### src/rtl/channel_framer.sv
`default_nettype none
// ============================================================================
// Module      : channel_framer
// Description : Buffers a continuous payload sample stream (valid/ready) in an
//               internal FIFO and emits fixed-format frames on a valid-only
//               stream: PREAMBLE_LEN x PREAMBLE_WORD, one header word carrying
//               the frame sequence number, PAYLOAD_LEN payload words, then
//               GAP_LEN idle cycles. A frame starts only once a complete
//               payload is buffered, so the payload phase never underflows.
// Ports       : i_clock, i_reset    - clock, synchronous active-high reset
//               i_in_data/i_in_valid - payload sample input
//               o_in_ready           - FIFO has room for a sample
//               o_out_data/o_out_valid/o_out_last - framed output stream
//               o_frame_count        - frames completed since reset (wraps)
// Revision    : 1.0 - initial release
// ============================================================================
module channel_framer #(
    parameter int               WIDTH         = 16,
    parameter int               PAYLOAD_LEN   = 64,
    parameter int               PREAMBLE_LEN  = 8,
    parameter logic [WIDTH-1:0] PREAMBLE_WORD = 16'hA5A5,
    parameter int               GAP_LEN       = 4,
    parameter int               FIFO_DEPTH    = 128
) (
    input  logic             i_clock,
    input  logic             i_reset,
    input  logic [WIDTH-1:0] i_in_data,
    input  logic             i_in_valid,
    output logic             o_in_ready,
    output logic [WIDTH-1:0] o_out_data,
    output logic             o_out_valid,
    output logic             o_out_last,
    output logic [WIDTH-1:0] o_frame_count
);

    // ------------------------------------------------------------------
    // Elaboration-time parameter checks
    // ------------------------------------------------------------------
    generate
        if (PAYLOAD_LEN < 1 || PAYLOAD_LEN > FIFO_DEPTH) begin : g_bad_payload_len
            $error("channel_framer: PAYLOAD_LEN must be in 1..FIFO_DEPTH");
        end
        if (PREAMBLE_LEN < 1) begin : g_bad_preamble_len
            $error("channel_framer: PREAMBLE_LEN must be at least 1");
        end
        if (GAP_LEN < 0) begin : g_bad_gap_len
            $error("channel_framer: GAP_LEN must not be negative");
        end
        if (FIFO_DEPTH < 2 || (FIFO_DEPTH & (FIFO_DEPTH - 1)) != 0) begin : g_bad_fifo_depth
            $error("channel_framer: FIFO_DEPTH must be a power of 2 (>= 2)");
        end
    endgenerate

    // ------------------------------------------------------------------
    // Derived constants
    // ------------------------------------------------------------------
    localparam int c_PTR_W     = $clog2(FIFO_DEPTH);
    // One extra bit so that "full" (FIFO_DEPTH) is distinct from "empty".
    localparam int c_CNT_W     = c_PTR_W + 1;
    localparam int c_MAX_A     = (PAYLOAD_LEN > PREAMBLE_LEN) ? PAYLOAD_LEN : PREAMBLE_LEN;
    localparam int c_PHASE_MAX = (c_MAX_A > GAP_LEN) ? c_MAX_A : GAP_LEN;
    localparam int c_PHASE_W   = $clog2(c_PHASE_MAX + 1);

    localparam logic [c_PTR_W-1:0]   c_PTR_ONE   = c_PTR_W'(1);
    localparam logic [c_CNT_W-1:0]   c_CNT_ONE   = c_CNT_W'(1);
    localparam logic [c_CNT_W-1:0]   c_CNT_FULL  = c_CNT_W'(FIFO_DEPTH);
    localparam logic [c_CNT_W-1:0]   c_CNT_FRAME = c_CNT_W'(PAYLOAD_LEN);
    localparam logic [c_PHASE_W-1:0] c_PH_ONE    = c_PHASE_W'(1);
    localparam logic [c_PHASE_W-1:0] c_PRE_LAST  = c_PHASE_W'(PREAMBLE_LEN - 1);
    localparam logic [c_PHASE_W-1:0] c_PAY_LAST  = c_PHASE_W'(PAYLOAD_LEN - 1);
    localparam logic [c_PHASE_W-1:0] c_GAP_LAST  = c_PHASE_W'((GAP_LEN > 0) ? GAP_LEN - 1 : 0);
    localparam logic [WIDTH-1:0]     c_SEQ_ONE   = WIDTH'(1);

    typedef enum logic [2:0] {
        S_IDLE     = 3'd0,
        S_PREAMBLE = 3'd1,
        S_HEADER   = 3'd2,
        S_PAYLOAD  = 3'd3,
        S_GAP      = 3'd4
    } state_t;

    // ------------------------------------------------------------------
    // Signals
    // ------------------------------------------------------------------
    state_t               r_state;
    state_t               w_state_next;
    logic [c_PHASE_W-1:0] r_phase;
    logic [c_PHASE_W-1:0] w_phase_next;

    logic [WIDTH-1:0]     r_mem [FIFO_DEPTH];
    logic [c_PTR_W-1:0]   r_wr_ptr;
    logic [c_PTR_W-1:0]   r_rd_ptr;
    logic [c_CNT_W-1:0]   r_count;
    logic [c_CNT_W-1:0]   w_count_next;
    logic                 r_in_ready;
    logic                 w_wr_en;
    logic                 w_rd_en;

    logic [WIDTH-1:0]     r_seq;
    logic [WIDTH-1:0]     r_out_data;
    logic                 r_out_valid;
    logic                 r_out_last;
    logic [WIDTH-1:0]     w_out_data;
    logic                 w_out_valid;
    logic                 w_out_last;

    // ------------------------------------------------------------------
    // FIFO bookkeeping
    // ------------------------------------------------------------------
    assign w_wr_en = i_in_valid && r_in_ready;

    always_comb begin
        w_count_next = r_count;
        case ({w_wr_en, w_rd_en})
            2'b10:   w_count_next = r_count + c_CNT_ONE;
            2'b01:   w_count_next = r_count - c_CNT_ONE;
            default: w_count_next = r_count;
        endcase
    end

    // Storage has no reset: flushing is done by clearing pointers and count.
    always_ff @(posedge i_clock) begin
        if (w_wr_en) begin
            r_mem[r_wr_ptr] <= i_in_data;
        end
    end

    always_ff @(posedge i_clock) begin
        if (i_reset) begin
            r_wr_ptr   <= '0;
            r_rd_ptr   <= '0;
            r_count    <= '0;
            r_in_ready <= 1'b0;
        end else begin
            if (w_wr_en) begin
                r_wr_ptr <= r_wr_ptr + c_PTR_ONE;
            end
            if (w_rd_en) begin
                r_rd_ptr <= r_rd_ptr + c_PTR_ONE;
            end
            r_count    <= w_count_next;
            // Ready is derived from the count the FIFO will hold after this
            // edge, so a registered ready can never admit a write when full.
            r_in_ready <= (w_count_next < c_CNT_FULL);
        end
    end

    // ------------------------------------------------------------------
    // Frame FSM: state register
    // ------------------------------------------------------------------
    always_ff @(posedge i_clock) begin
        if (i_reset) begin
            r_state <= S_IDLE;
            r_phase <= '0;
        end else begin
            r_state <= w_state_next;
            r_phase <= w_phase_next;
        end
    end

    // ------------------------------------------------------------------
    // Frame FSM: next state and output word selection
    // ------------------------------------------------------------------
    always_comb begin
        w_state_next = r_state;
        w_phase_next = r_phase;
        w_rd_en      = 1'b0;
        w_out_valid  = 1'b0;
        w_out_last   = 1'b0;
        w_out_data   = '0;

        case (r_state)
            S_IDLE: begin
                if (r_count >= c_CNT_FRAME) begin
                    w_state_next = S_PREAMBLE;
                    w_phase_next = '0;
                end
            end

            S_PREAMBLE: begin
                w_out_valid = 1'b1;
                w_out_data  = PREAMBLE_WORD;
                if (r_phase == c_PRE_LAST) begin
                    w_state_next = S_HEADER;
                    w_phase_next = '0;
                end else begin
                    w_phase_next = r_phase + c_PH_ONE;
                end
            end

            S_HEADER: begin
                w_out_valid  = 1'b1;
                w_out_data   = r_seq;
                w_state_next = S_PAYLOAD;
                w_phase_next = '0;
            end

            S_PAYLOAD: begin
                // A full payload was buffered before the frame started, so
                // the FIFO is never empty here.
                w_out_valid = 1'b1;
                w_out_data  = r_mem[r_rd_ptr];
                w_rd_en     = 1'b1;
                if (r_phase == c_PAY_LAST) begin
                    w_out_last   = 1'b1;
                    w_state_next = (GAP_LEN > 0) ? S_GAP : S_IDLE;
                    w_phase_next = '0;
                end else begin
                    w_phase_next = r_phase + c_PH_ONE;
                end
            end

            S_GAP: begin
                if (r_phase == c_GAP_LAST) begin
                    w_state_next = S_IDLE;
                    w_phase_next = '0;
                end else begin
                    w_phase_next = r_phase + c_PH_ONE;
                end
            end

            default: begin
                w_state_next = S_IDLE;
                w_phase_next = '0;
            end
        endcase
    end

    // ------------------------------------------------------------------
    // Output registers and frame sequence counter
    // ------------------------------------------------------------------
    always_ff @(posedge i_clock) begin
        if (i_reset) begin
            r_out_data  <= '0;
            r_out_valid <= 1'b0;
            r_out_last  <= 1'b0;
            r_seq       <= '0;
        end else begin
            r_out_data  <= w_out_data;
            r_out_valid <= w_out_valid;
            r_out_last  <= w_out_last;
            // Count the frame while its last word is being presented; the
            // counter wraps naturally at 2^WIDTH.
            if (r_out_last) begin
                r_seq <= r_seq + c_SEQ_ONE;
            end
        end
    end

    assign o_in_ready    = r_in_ready;
    assign o_out_data    = r_out_data;
    assign o_out_valid   = r_out_valid;
    assign o_out_last    = r_out_last;
    assign o_frame_count = r_seq;

endmodule
`default_nettype wire
### config.mk
export PLATFORM = sky130hd
export DESIGN_NAME = channel_framer
export DESIGN_NICKNAME = d
export VERILOG_FILES = /design/src/rtl/channel_framer.sv
export SDC_FILE = /design/constraint.sdc
export NUM_CORES = 2
export LEC_CHECK = 0
export ABC_AREA = 1
export BUFFER_PORTS_ARGS = -buffer_cell sky130_fd_sc_hd__buf_2
export CAP_MARGIN = 5
export CORE_ASPECT_RATIO = 1.2
export CORE_UTILIZATION = 47
export DETAILED_ROUTE_END_ITERATION = 12
export PLACE_DENSITY = 0.7
export REMOVE_ABC_BUFFERS = 1
export SETUP_SLACK_MARGIN = 0.05
export SLEW_MARGIN = 25
export SYNTH_ARGS = -nofsm -noshare
export SYNTH_HDL_FRONTEND = slang
export SYNTH_SLANG_ARGS = --single-unit
### constraint.sdc
create_clock -name i_clock -period 3.2 [get_ports i_clock]
set_clock_uncertainty 0.2 [all_clocks]
set_input_delay 0.64 -clock i_clock [delete_from_list [all_inputs] [get_ports i_clock]]
set_output_delay 0.64 -clock i_clock [all_outputs]
set_load 0.02 [all_outputs]
# Word-level counts from Yosys, hierarchy flattened
# Memory sizes are Yosys's and may differ from the RTL's. A register that Yosys moved wholly into a read port is not among the register bits.
# Index checks and enable logic that the tools add are counted.
classes:
  n_eq_ne: 13
  muxes: 19
  n_bitwise: 1
  n_reduce_logical: 5
  add_sub_neg: 6
  magnitude_cmp: 2
ops:
  columns: ["op", "count"]
  rows:
  - ["16-bit case mux with 3 select lines", 1]
  - ["7-bit two-way mux", 6]
  - ["7-bit case mux with 4 select lines", 1]
  - ["7-bit by 1-bit adder with 7-bit output (second input constant)", 3]
  - ["16-bit by 1-bit adder with 16-bit output (second input constant)", 1]
  - ["8-bit case mux with 2 select lines", 1]
  - ["3-bit case mux with 5 select lines", 1]
  - ["3-bit two-way mux", 4]
  - ["8-bit by 1-bit adder with 8-bit output (second input constant)", 1]
  - ["8-bit by 7-bit greater-or-equal comparator with 1-bit output (second input constant)", 1]
  - ["8-bit < comparator (second input constant)", 1]
  - ["2-bit != test (second input constant)", 4]
  - ["8-bit by 1-bit subtractor with 8-bit output (second input constant)", 1]
  - ["7-bit by 2-bit == test with 1-bit output (second input constant)", 1]
  - ["7-bit by 3-bit == test with 1-bit output (second input constant)", 1]
  - ["7-bit by 6-bit == test with 1-bit output (second input constant)", 1]
  - ["3-bit by 2-bit == test with 1-bit output (second input constant)", 2]
  - ["1-bit two-way mux", 5]
  - ["4-bit AND reduction", 1]
  - ["3-bit by 1-bit == test with 1-bit output (second input constant)", 1]
  - ["3-bit == test (second input constant)", 1]
  - ["3-bit logical NOT", 1]
  - ["3-bit OR reduction", 1]
  - ["2-bit by 1-bit == test with 1-bit output (second input constant)", 1]
  - ["4 further kinds", 4]
word_totals:
  register_bits: 67
  in_bits: 19
  ram_bits: 2048
  output_inout_bits: 35
  memories: 1
  word_cells: 57
memory_table:
  columns: ["memory", "depth", "word_bits", "read_ports", "rd_clocked_by_memory_dff", "wr", "line_no", "source"]
  rows:
  - ["r_mem", 128, 16, 1, 1, 1, "90", "logic [WIDTH-1:0] r_mem [FIFO_DEPTH];"]

# Logic depth before layout (Yosys ltp)
logic_depth:
  ltp_word: 5
  depth_mapped: 15
  mapped_depth_nobuf: 14

# Worst setup path after synthesis
# No wires, ideal clock.
synth_path:
  path_type: "input port to flip-flop"
  start: "input port i_in_valid"
  end: "memory r_mem[63][0], enable pin"
  slack_ns: 0.351
  arrival_time_ns: 2.240
  setup_time_ns: 0.409
  n_path_buf: 0
  required_time_ns: 2.591
  cell_stages: 4
  cell_sequence: "nand2_1 nor2_1 nand2_1 nor3_1"
synth_between:
  elab_chain_cells: 3
synth_lines:
  columns: ["item", "line_no", "source"]
  rows:
  - ["start, declared", "28", "input logic i_in_valid,"]
  - ["1-bit logical AND", "110", "assign w_wr_en = i_in_valid && r_in_ready;"]
  - ["1-bit two-way mux", "123", "if (w_wr_en) begin"]
  - ["1-bit two-way mux (not written as such)", "124", "r_mem[r_wr_ptr] <= i_in_data;"]
  - ["end, declared", "90", null]
# Every way passes these cells.

==> results.sh <==
export IMPL_worst_slew_pin_slew_ns=0.9723
export IMPL_final_cell_mix="nand2_1 (2175), edfxtp_1 (2048), nand3_1 (2036)"
export IMPL_intPower_mw=44.28
export IMPL_outcome="complete, no violations"
export IMPL_worstPathArrival_ns=3.61
export IMPL_wl_per_cell_um=23.77
export IMPL_dieHeight_um=470.0
export IMPL_fin_hold_ws_ns=0.05307
export IMPL_p_sw_share_pct=22.98
export IMPL_drtIter0Drc=8478
export IMPL_place_gp_congestion=0.9446
export IMPL_rows=171
export IMPL_grt_overflow=0
export IMPL_num_io_pins=54
export IMPL_via_count=57820
export IMPL_antenna_found_initial=9
export IMPL_synth_compound_area_share_pct=0.5893
export IMPL_ant_nets=0
export IMPL_place_ws_ns=0.2519
export IMPL_drive_gt1_share_pct=9.262
export IMPL_rsz0062_at_grt="no"
export IMPL_clkSinkCount=2122
export IMPL_placed_area_um2=90160
export IMPL_clkTransAtPathRegs_ns=0.07
export IMPL_worstSetupPathType="reg2reg"
export IMPL_finalSetupViolCount=0
export IMPL_dpl_cell_count=9552
export IMPL_final_util_pct=53.27
export IMPL_syn_to_final_growth_pct=12.41
export IMPL_grt_usage_pct=25.24
export IMPL_seqPwrFrac_pct=53.4
export IMPL_cts_setup_buffers=0
export IMPL_start_util_pct=47.39
export IMPL_final_cell_area_um2=96430
export IMPL_slew_headroom_pct=35.18
export IMPL_fmax_ghz=0.3285
export IMPL_hpwl_um=137500
export IMPL_power_per_cell_area_nw_per_um2=596.2
export IMPL_synth_mux_area_share_pct=0
export IMPL_p_sw_mw=13.21
export IMPL_cts_buffers=193
export IMPL_netlist_area_um2=85780
export IMPL_clock_latency_ns=0.84
export IMPL_drc_errors=0
export IMPL_ys_warn_count=0
export IMPL_first_global_vias=54500
export IMPL_nNetsFinal=7357
export IMPL_netlist_instances=7213
export IMPL_post_route_min_period_ns=3.044
export IMPL_fin_setup_tns_ns=0
export IMPL_die_width_um=392.0
export IMPL_cts_buffer_depth=3
export IMPL_end_kind="flip-flop"
export IMPL_cp_required_ns=3.77
export IMPL_synth_seq_area_share_pct=73.42
export IMPL_startpoint_type="flip-flop"
export IMPL_port_buffers=53
export IMPL_synth_xor_area_share_pct=0.1094
export IMPL_cts_max_level=4
export IMPL_fin_cells=9919
export IMPL_hold_class="in2reg"
export IMPL_synthAdderAreaFrac_pct=0.1167
export IMPL_min_period_over_period_pct=95.13
export IMPL_grt_max_degree=144
export IMPL_maxCapViolations=0
export IMPL_finalHoldViolCount=0
export IMPL_syn_area_per_cell_um2=11.89
export IMPL_p_comb_share_pct=7.0
export IMPL_hold_buffers=5
export IMPL_slew_violations=0
export IMPL_viasPerCell=5.829
export IMPL_p_leak_nw=33.63
export IMPL_synth_seq_cells=2122
export IMPL_cts_resized_gates=0
export IMPL_layout_commonest_cell="nand2_1"
export IMPL_dr_pass1_iters=8
export IMPL_ys_types=42
export IMPL_synth_top_family_by_area="simple AND/OR/NAND/NOR gates"
export IMPL_finalPower_mw=57.49
export IMPL_cts_tree="yes"
export IMPL_setup_ws_ns=0.1557
export IMPL_clock_power_share_pct=39.6
export IMPL_root_buffer="clkbuf_16"
export IMPL_ir_worst_vdd_mv=0.4472
export IMPL_core_um2=181000
export IMPL_wirelength_um=235800
export IMPL_synthSimpleGateAreaFrac_pct=22.47
export IMPL_cp_max_fo=96
export IMPL_grt_pass1_wl_um=347200
export IMPL_die_area_um2=184200
power groups by stage:
stage	clock (mW)	sequential, mW	combinational (mW)
detailed placement	0	31.3	3.97
global route	24.0	30.7	4.36
floorplan	0	31.5	2.67
CTS	22.9	30.7	4.00
global placement	0	31.3	3.91
finish	22.8	30.7	4.04
worst max-delay path, cell delays in order (launching register included):
cell     delay, ns
dfxtp_4       0.40
inv_16        0.30
buf_12        0.42
nand2_1       0.09
nand3_1       0.09
nand3_1       0.08
nand3_1       0.15
nand3_1       0.33
nand3_1       0.42
nand3_1       0.15
nand2_1       0.09
nand2_1       0.05
a21oi_1       0.13
cell families after synthesis:
| group | after synthesis |
|---|---|
| compound gates | 96 |
| xor+xnor | 9 |
| fa+ha+maj | 8 |
| buf+inv | 545 |
| flops | 2122 |
| simple gates | 4433 |
layer usage:
layer | routed length [µm] | up-vias | track usage (%)
met3 | 23060 | 514 | 4.048
met1 | 88330 | 28180 | 33.67
met4 | 12130 | 0 | 12.51
met2 | 112300 | 3252 | 40.17
li1 | - | 25870 | -
met5 | 0 | - | 0
cells in the mapped netlist, drive strengths merged:
cell        n  area [µm²]
nor3       20       100.1
clkbuf     97       364.1
o22ai       1       6.260
a31oi       1       6.260
buf       371        2167
clkinv      2       8.750
nor4        2       18.77
nand4       3       18.77
or2         2       15.02
ha          8       100.1
inv        75       281.5
a2111oi     1       8.760
nor3b       2       15.01
edfxtp   2048       61500
nand3    2036       10190
o211ai      1       7.510
a21o        1       7.510
o21ai      37       185.2
xor2        8       85.08
nor2      187       711.9
a211oi      1       7.510
nand3b      1       7.510
nand2    2180        8200
xnor2       1       8.760
a22o        1       8.760
o21a        3       22.52
a21oi      49       245.2
dfxtp      74        1481
final timing paths:
kind | depth (start not counted) | end | from | slack [ns]
max | 12 | o_out_data[4] | flip-flop | 0.16
min | 1 | r_mem[75][1] | i_in_data[1] | 0.05
max reg2reg | 12 | o_out_data[4] | flip-flop | 0.16
min reg2reg | 2 | flip-flop | r_rd_ptr[2] | 0.31
area by class of cell:
type	instances	area, µm²
clock buffers	231	5034
well taps	2422	3030
fillers	14790	84580
multi-input cells	4546	20000
clock inverters	127	1174
diodes	4	10.01
repair buffers	390	3861
inverters	77	322.8
flip-flops and latches	2122	63000
sequential cells by signal, indices dropped and copies added, names as in the netlist, 3 cells and up, named ones only:
signal	cells
o_frame_count	16
r_rd_ptr	7
o_out_data	16
r_wr_ptr	7
r_mem	2048
r_count	7
r_phase	7
r_state	3
(Power assumes the default switching activity.)
